**src/rtl/exp_adder_if.sv**
```systemverilog
// Request/response bundle for the FP multiply exponent adder.
// slave is the adder side, master is the side that drives operands.
interface exp_adder_if #(
    parameter int EXP_W = 8
);
    logic                    in_valid;
    logic [EXP_W-1:0]        exp_a;
    logic [EXP_W-1:0]        exp_b;
    logic                    norm_inc;
    logic signed [EXP_W:0]   res;
    logic [EXP_W-1:0]        exp_out;
    logic                    ovf;
    logic                    unf;
    logic                    zero_in;
    logic                    inf_in;
    logic                    out_valid;

    modport slave (
        input  in_valid, exp_a, exp_b, norm_inc,
        output res, exp_out, ovf, unf, zero_in, inf_in, out_valid
    );

    modport master (
        output in_valid, exp_a, exp_b, norm_inc,
        input  res, exp_out, ovf, unf, zero_in, inf_in, out_valid
    );
endinterface

```
**src/rtl/exp_adder.sv**
```systemverilog
// Exponent adder for an FP multiplier: a + b - BIAS + norm_inc.
// The result is saturated at the top only, with ovf/unf and special-operand
// flags. There is one register stage, and data holds while idle.
module exp_adder #(
    parameter int EXP_W  = 8,
    parameter int MANT_W = 24
) (
    input  logic            clk,
    input  logic            rst_n,
    exp_adder_if.slave      bus
);
    // Mantissa width only shapes the surrounding datapath. It is folded in
    // with a zero weight so the parameter stays part of the interface.
    localparam int STAGES = 1 + 0 * MANT_W;
    localparam int SW     = EXP_W + 2;
    localparam int BIAS   = (1 << (EXP_W - 1)) - 1;
    localparam int EMAX   = (1 << EXP_W) - 1;

    typedef struct packed {
        logic signed [EXP_W:0] res;
        logic [EXP_W-1:0]      exp_out;
        logic                  ovf;
        logic                  unf;
        logic                  zero_in;
        logic                  inf_in;
    } rsp_t;

    logic signed [SW-1:0] sum;
    rsp_t                 rsp_d;
    rsp_t                 rsp_q;
    logic [STAGES:0]      vld_pipe;

    // Full-width signed sum. At SW bits it never wraps: -BIAS .. 2*EMAX+1-BIAS.
    always_comb begin
        sum = $signed({2'b00, bus.exp_a}) + $signed({2'b00, bus.exp_b})
            - $signed(SW'(BIAS)) + $signed({{(SW-1){1'b0}}, bus.norm_inc});
    end

    // Flags, top saturation and exp_out priority (inf, then ovf, then unf).
    always_comb begin
        rsp_d         = '0;
        rsp_d.ovf     = (sum >= $signed(SW'(EMAX)));
        rsp_d.unf     = (sum <= $signed(SW'(0)));
        rsp_d.zero_in = (bus.exp_a == '0) || (bus.exp_b == '0);
        rsp_d.inf_in  = (&bus.exp_a) || (&bus.exp_b);
        rsp_d.res     = rsp_d.ovf ? $signed((EXP_W+1)'(EMAX)) : sum[EXP_W:0];
        if (rsp_d.inf_in || rsp_d.ovf)
            rsp_d.exp_out = '1;
        else if (rsp_d.unf)
            rsp_d.exp_out = '0;
        else
            rsp_d.exp_out = sum[EXP_W-1:0];
    end

    assign vld_pipe[0] = bus.in_valid;

    // The valid shift register. Reset drops anything in flight.
    always_ff @(posedge clk or negedge rst_n) begin
        if (!rst_n)
            vld_pipe[STAGES:1] <= '0;
        else
            vld_pipe[STAGES:1] <= vld_pipe[STAGES-1:0];
    end

    // The result register captures only on valid input and holds otherwise.
    always_ff @(posedge clk or negedge rst_n) begin
        if (!rst_n)
            rsp_q <= '0;
        else if (bus.in_valid)
            rsp_q <= rsp_d;
    end

    assign bus.res       = rsp_q.res;
    assign bus.exp_out   = rsp_q.exp_out;
    assign bus.ovf       = rsp_q.ovf;
    assign bus.unf       = rsp_q.unf;
    assign bus.zero_in   = rsp_q.zero_in;
    assign bus.inf_in    = rsp_q.inf_in;
    assign bus.out_valid = vld_pipe[STAGES];
endmodule

```
**src/flat_wrapper.sv**
```systemverilog
// flat-port wrapper written by rule: the top's interface ports become plain ports
module exp_adder_flat 
#(
    parameter int EXP_W  = 8,
    parameter int MANT_W = 24
)
  (clk, rst_n, bus_in_valid, bus_exp_a, bus_exp_b, bus_norm_inc, bus_res, bus_exp_out, bus_ovf, bus_unf, bus_zero_in, bus_inf_in, bus_out_valid);
  exp_adder_if #(.EXP_W(EXP_W)) bus_i ();
  input  logic clk;
  input  logic rst_n;
  input wire logic [$bits(bus_i.in_valid)-1:0] bus_in_valid;
  input wire logic [$bits(bus_i.exp_a)-1:0] bus_exp_a;
  input wire logic [$bits(bus_i.exp_b)-1:0] bus_exp_b;
  input wire logic [$bits(bus_i.norm_inc)-1:0] bus_norm_inc;
  output wire logic [$bits(bus_i.res)-1:0] bus_res;
  output wire logic [$bits(bus_i.exp_out)-1:0] bus_exp_out;
  output wire logic [$bits(bus_i.ovf)-1:0] bus_ovf;
  output wire logic [$bits(bus_i.unf)-1:0] bus_unf;
  output wire logic [$bits(bus_i.zero_in)-1:0] bus_zero_in;
  output wire logic [$bits(bus_i.inf_in)-1:0] bus_inf_in;
  output wire logic [$bits(bus_i.out_valid)-1:0] bus_out_valid;
  assign bus_i.in_valid = bus_in_valid;
  assign bus_i.exp_a = bus_exp_a;
  assign bus_i.exp_b = bus_exp_b;
  assign bus_i.norm_inc = bus_norm_inc;
  assign bus_res = bus_i.res;
  assign bus_exp_out = bus_i.exp_out;
  assign bus_ovf = bus_i.ovf;
  assign bus_unf = bus_i.unf;
  assign bus_zero_in = bus_i.zero_in;
  assign bus_inf_in = bus_i.inf_in;
  assign bus_out_valid = bus_i.out_valid;
  exp_adder #(.EXP_W(EXP_W), .MANT_W(MANT_W)) u_core (.clk(clk), .rst_n(rst_n), .bus(bus_i));
endmodule
```
**config.mk**
```make
export PLATFORM = sky130hd
export DESIGN_NAME = exp_adder_flat
export DESIGN_NICKNAME = d
export VERILOG_FILES = /design/src/rtl/exp_adder_if.sv /design/src/rtl/exp_adder.sv /design/src/flat_wrapper.sv
export SDC_FILE = /design/constraint.sdc
export NUM_CORES = 1
export LEC_CHECK = 0
export BUFFER_PORTS_ARGS = -buffer_cell sky130_fd_sc_hd__buf_4
export CORE_MARGIN = 2
export CORE_UTILIZATION = 48
export DETAILED_ROUTE_END_ITERATION = 6
export GPL_TIMING_DRIVEN = 0
export HOLD_SLACK_MARGIN = 0.08
export PLACE_DENSITY = 0.83
export SETUP_SLACK_MARGIN = 0.4
export SLEW_MARGIN = 15
export SYNTH_ARGS = -nofsm -noshare
export SYNTH_HDL_FRONTEND = slang
export SYNTH_SLANG_ARGS = --single-unit
```
**constraint.sdc**
```tcl
create_clock -name clk -period 0.8 [get_ports clk]
set_input_delay 0.16 -clock clk [delete_from_list [all_inputs] [get_ports clk]]
set_output_delay 0.16 -clock clk [all_outputs]
set_load 0.01 [all_outputs]
```
# After elaboration in Yosys (flattened, before gate mapping)
# Index checks and enable logic that the tools add are counted.
[word_totals]
reg_bits = 22
word_cells = 22
inputBits = 20
output_inout_bits = 22
[classes]
addsub = 3
mux = 3
magnitude_cmp = 2
n_reduce_logical = 7
[ops]
columns = ["cell", "n"]
rows = [
  ["zero test 8 bit", 2],
  ["2-to-1 mux 8 bit", 2],
  ["AND reduction 8 bit", 2],
  ["adder 10 x 2 -> 10 bit", 1],
  ["greater-or-equal comparator 10 x 9 -> 1 bit (second input constant)", 1],
  ["less-or-equal comparator 10 x 1 -> 1 bit (second input constant)", 1],
  ["subtractor 10 x 8 -> 10 bit (second input constant)", 1],
  ["adder 8 x 8 -> 9 bit", 1],
  ["2-to-1 mux 9 bit", 1],
  ["logical OR 1 bit", 3],
]

# Longest topological paths before layout
[depth]
depth_word = 6
depth_mapped = 13
mapped_depth_nobuf = 12

# Least setup slack after synthesis
# No wires, ideal clock.
[synth_timing]
path_kind = "input to register"
from = "in bus_exp_b[0]"
to = "reg u_core.rsp_q, in the netlist u_core.bus.exp_out[7]"
required_ps = 735
arrival_ps = 2682
path_slack_ps = -1947
path_stages = 11
setup_time_ps = 65
path_buffers = 1
cell_sequence = "ha_1 -> fa_1 -> ha_1 -> inv_1 -> a2111o_1 -> a211oi_4 -> nand4_2 -> a221oi_2 -> nand2b_1 -> buf_6 -> o221a_2"
[synth_via]
elab_chain_len = 6
elab_cells_between_ends = 10
classes_between = "3 x add/sub; 2 x order compare; 2 x mux; 3 x reduce/logical"
[synth_rtl]
columns = ["item", "line", "source"]
rows = [
  ["start: declaration", "flat_wrapper.sv:13", "input wire logic [$bits(bus_i.exp_b)-1:0] bus_exp_b;"],
  ["adder 8 x 8 -> 9 bit", "exp_adder.sv:35", "sum = $signed({2'b00, bus.exp_a}) + $signed({2'b00, bus.exp_b})"],
  ["subtractor 10 x 8 -> 10 bit", "exp_adder.sv:36", "- $signed(SW'(BIAS)) + $signed({{(SW-1){1'b0}}, bus.norm_inc});"],
  ["adder 10 x 2 -> 10 bit", "exp_adder.sv:36", ""],
  ["less-or-equal comparator 10 x 1 -> 1 bit / greater-or-equal comparator 10 x 9 -> 1 bit (equally long branches)", "exp_adder.sv:43, exp_adder.sv:42", ""],
  ["2-to-1 mux 8 bit / logical OR 1 bit (equally long branches)", "exp_adder.sv:49, exp_adder.sv:47", ""],
  ["2-to-1 mux 8 bit *", "exp_adder.sv:47", "if (rsp_d.inf_in || rsp_d.ovf)"],
  ["end signal: assignment", "exp_adder.sv:70", "rsp_q <= rsp_d;"],
  ["end: declaration", "exp_adder.sv:30", "rsp_t rsp_q;"],
]
# Every way passes the cells marked *; elsewhere a longest branch is shown, timed or not.
# A chain may end at the register's enable or synchronous reset.

# Final worst setup path
[layout_timing]
from = "in bus_exp_b[0]"
to = "reg u_core.rsp_q, in the netlist u_core.bus.exp_out[4]"
# The elaborated chain is that of the path after synthesis.

==> results.toml <==
[outcome]
status = "complete, but fails checks"
violations = "negative hold slack, negative setup slack"

[synth]
synth_cells = 178
ys.warnings.count = 0
synth.avg_cell_area_um2 = 9.55
synthFlopType = "dfrtp_1"
synth_cell_types = 50
synth_nets = 209
synth_edf_count = 0
ys_ff_latch = 22
syn_area_um2 = 1700
ys_seq_area_frac = 0.324
async_flop_share = 1.00

[sta]
slew_viol_final = 0
post-route-min-period_ns = 2.72
setup_ws_ns = -1.92
fmax_mhz = 368
finalSetupTns_ns = -39.58
fin_skew_ns = 0
rsz0062_at_grt = "true"
fin_hold_ws_ns = -0.307
period_share = 3.39
maxSlewHeadroom = 0.700
setup_violations = 43
tightest_slew_ns = 0.448
hold_viol_final = 23

[critical_path]
critPathMaxStageDelay_ns = 0.57
critical_path_required_ns = 1.07
startpoint = "bus_exp_b[0]"
crit_chain = "buf_8 -> ha_4 -> fa_2 -> ha_4 -> and2_1 -> nand4_1 -> a211oi_4 -> nand4_2 -> a221oi_4 -> nand2b_4 -> buf_6 -> o221a_2"
endpoint_kind = "register"
rr_startpoint = "u_core.bus.exp_out[4]"
cp_data_arrival_time_ns = 2.99
rrSetupSlack_ns = -0.15
crit_fanout = 8
worst_setup_path_start_kind = "primary input"
critical_path_class = "primary input to register"
cp_slowest_cell = "fa_2"
timing.critical_path.mode_cell = "ha_4"

[routing]
drt_iter0_drc = 90
num_vias = 1859
wl_met3_um = 278
routed_wl_um = 5820
top_layer = "met4"
firstDrtPassIters = 4
drt-met1-wl_um = 2170
ant_nets = 0
viasPerCell = 5.92
wl_met2_um = 3120
avgRoutedWirePerCell_um = 18.5
drc = 0

[clock_network]
htree_levels = 1
clk_latency_ns = 0.31
cts_tree = "built"
root_buffer = "clkbuf_4"
cts.path.max_buffers = 2
cts.sink_count = 22
path_clk_slew_ns = 0.14
cts-buffers-inserted = 3

[grt]
grt.overflow.total = 0
antenna_found_initial = 0
grt_pass1_wl_um = 8570
grt_pass1_vias = 1811
track_usage = 0.270
grt_max_degree = 23

[die]
die-area_um2 = 4030
die_x_um = 63.5
row_count = 21
fp.coreArea_um2 = 3360
die_y_um = 63.5
start_util = 0.505
io_pins = 42

[placed_design]
numPortBuffers = 41
pre_cts_slack_ns = -2.21
hpwl_um = 3240
globalplace.congestion = 0.876

[final_layout]
final_layout_size_suffix_gt1_frac = 0.522
final_common_cell = "buf_4"
antennaDiodeCount = 0
nNetsFinal = 300
final_cell_mix = "buf_4, buf_6, dfrtp_1"
area_growth_syn_to_layout_pct = 65.4

[power]
peakVddDrop_v = 0.000903
cellLeakagePower_nw = 1.25
cellPowerDensity_nw_per_um2 = 2050

[flow_run]
drv_cap = 0

[hold_path]
min_path_type = "primary input to asynchronous set/reset pin"
-- cell type report --
class	instances	area, um^2
Buffer	6	60.1
Sequential cell	22	551
Clock inverter	1	30.0
Fill cell	199	553
Multi-Input combinational cell	138	1290
Inverter	12	45.0
Tap cell	46	57.6
Clock buffer	3	22.5
Timing Repair Buffer	86	758
-- sequential cells by signal, summed over array words and instances (netlist names) --
signal / flops
u_core.bus.unf: 1
u_core.bus.inf_in: 1
u_core.bus.zero_in: 1
u_core.bus.exp_out: 8
u_core.bus.out_valid: 1
u_core.bus.res: 9
u_core.bus.ovf: 1
-- critical path, delay by kind of cell --
kind | cells | cell delay [ns]
and+or+nand+nor | 4 | 0.73
AOI/OAI and AO/OA | 3 | 0.97
buffers and inverters | 2 | 0.23
adders and majority gates | 3 | 0.87
-- Yosys cell counts (all sizes together), types with 2 or more instances --
master	number	area (um^2)
and3	4	26.3
a211oi	2	27.5
a21boi	2	15.0
nor4	6	43.8
a21o	4	31.3
nand2	11	41.3
inv	12	45.0
a21oi	6	33.8
nor3	6	30.0
a221oi	3	38.8
xnor2	9	78.8
o221a	8	90.1
mux2i	3	30.0
nor2	14	52.6
o21ai	5	25.0
a31oi	8	50.1
o31ai	3	22.5
xor2	2	17.5
nand4	7	50.1
nand2b	2	12.5
dfrtp	22	551
nand3	6	30.0
and2	3	20.0
ha	10	125
buf	5	46.3
-- stage by stage --
step / util / power, W / area [um^2] / instances
after floorplan: - / 0.00285 / 1800 / 178
after global placement: 0.645 / 0.00360 / 2170 / 265
after global routing: 0.836 / 0.00604 / 2810 / 314
after detailed placement: 0.645 / 0.00366 / 2170 / 265
after CTS: 0.782 / 0.00527 / 2630 / 299
final: 0.836 / 0.00576 / 2810 / 314
-- power by group --
group / leakage (nW) / internal, W / switching [W] / total, W
clock: 0.0279 / 0.000507 / 0.000379 / 0.000886
sequential: 0.246 / 0.00138 / 0.000208 / 0.00159
combinational: 0.976 / 0.00182 / 0.00147 / 0.00329
-- per-layer routing --
| layer | up-vias | global-route usage |
|---|---|---|
| met1 | 885 | 0.317 |
| met3 | 24 | 0.0304 |
| met4 | 0 | 0.0978 |
| li1 | 859 | - |
| met5 | - | 0 |
| met2 | 91 | 0.500 |
-- logic make-up (layout without fill, tap and decap cells) --
group / count (synthesis) / in the layout / synth area share
multiplexers: 4 / 4 / 0.0243
XOR/XNOR: 13 / 13 / 0.0839
AO/OA/AOI/OAI: 46 / 46 / 0.222
adder cells (fa/ha/maj): 11 / 11 / 0.0854
buffers and inverters: 18 / 108 / 0.0560
AND/OR/NAND/NOR: 64 / 64 / 0.205
flip-flops: 22 / 22 / 0.324
-- final timing paths --
| check | cells after the start | endpoint |
|---|---|---|
| max reg2reg | 2 | u_core.bus.exp_out[4] |
| min in group clk | 1 | u_core.bus.out_valid |
| max | 12 | u_core.bus.exp_out[4] |
| min | 1 | u_core.bus.exp_out[5] |
| max in group asynchronous | 1 | u_core.bus.res[2] |
| min reg2reg | 2 | u_core.bus.res[8] |
-- timing repair --
item	in CTS	in global routing
endpoints found under the hold margin	23	23
setup buffers	30	15
gates resized for setup	43	14
setup endpoints to repair	43	43
pin swaps	15	11
No activity file was read; power rests on OpenSTA's default activity.
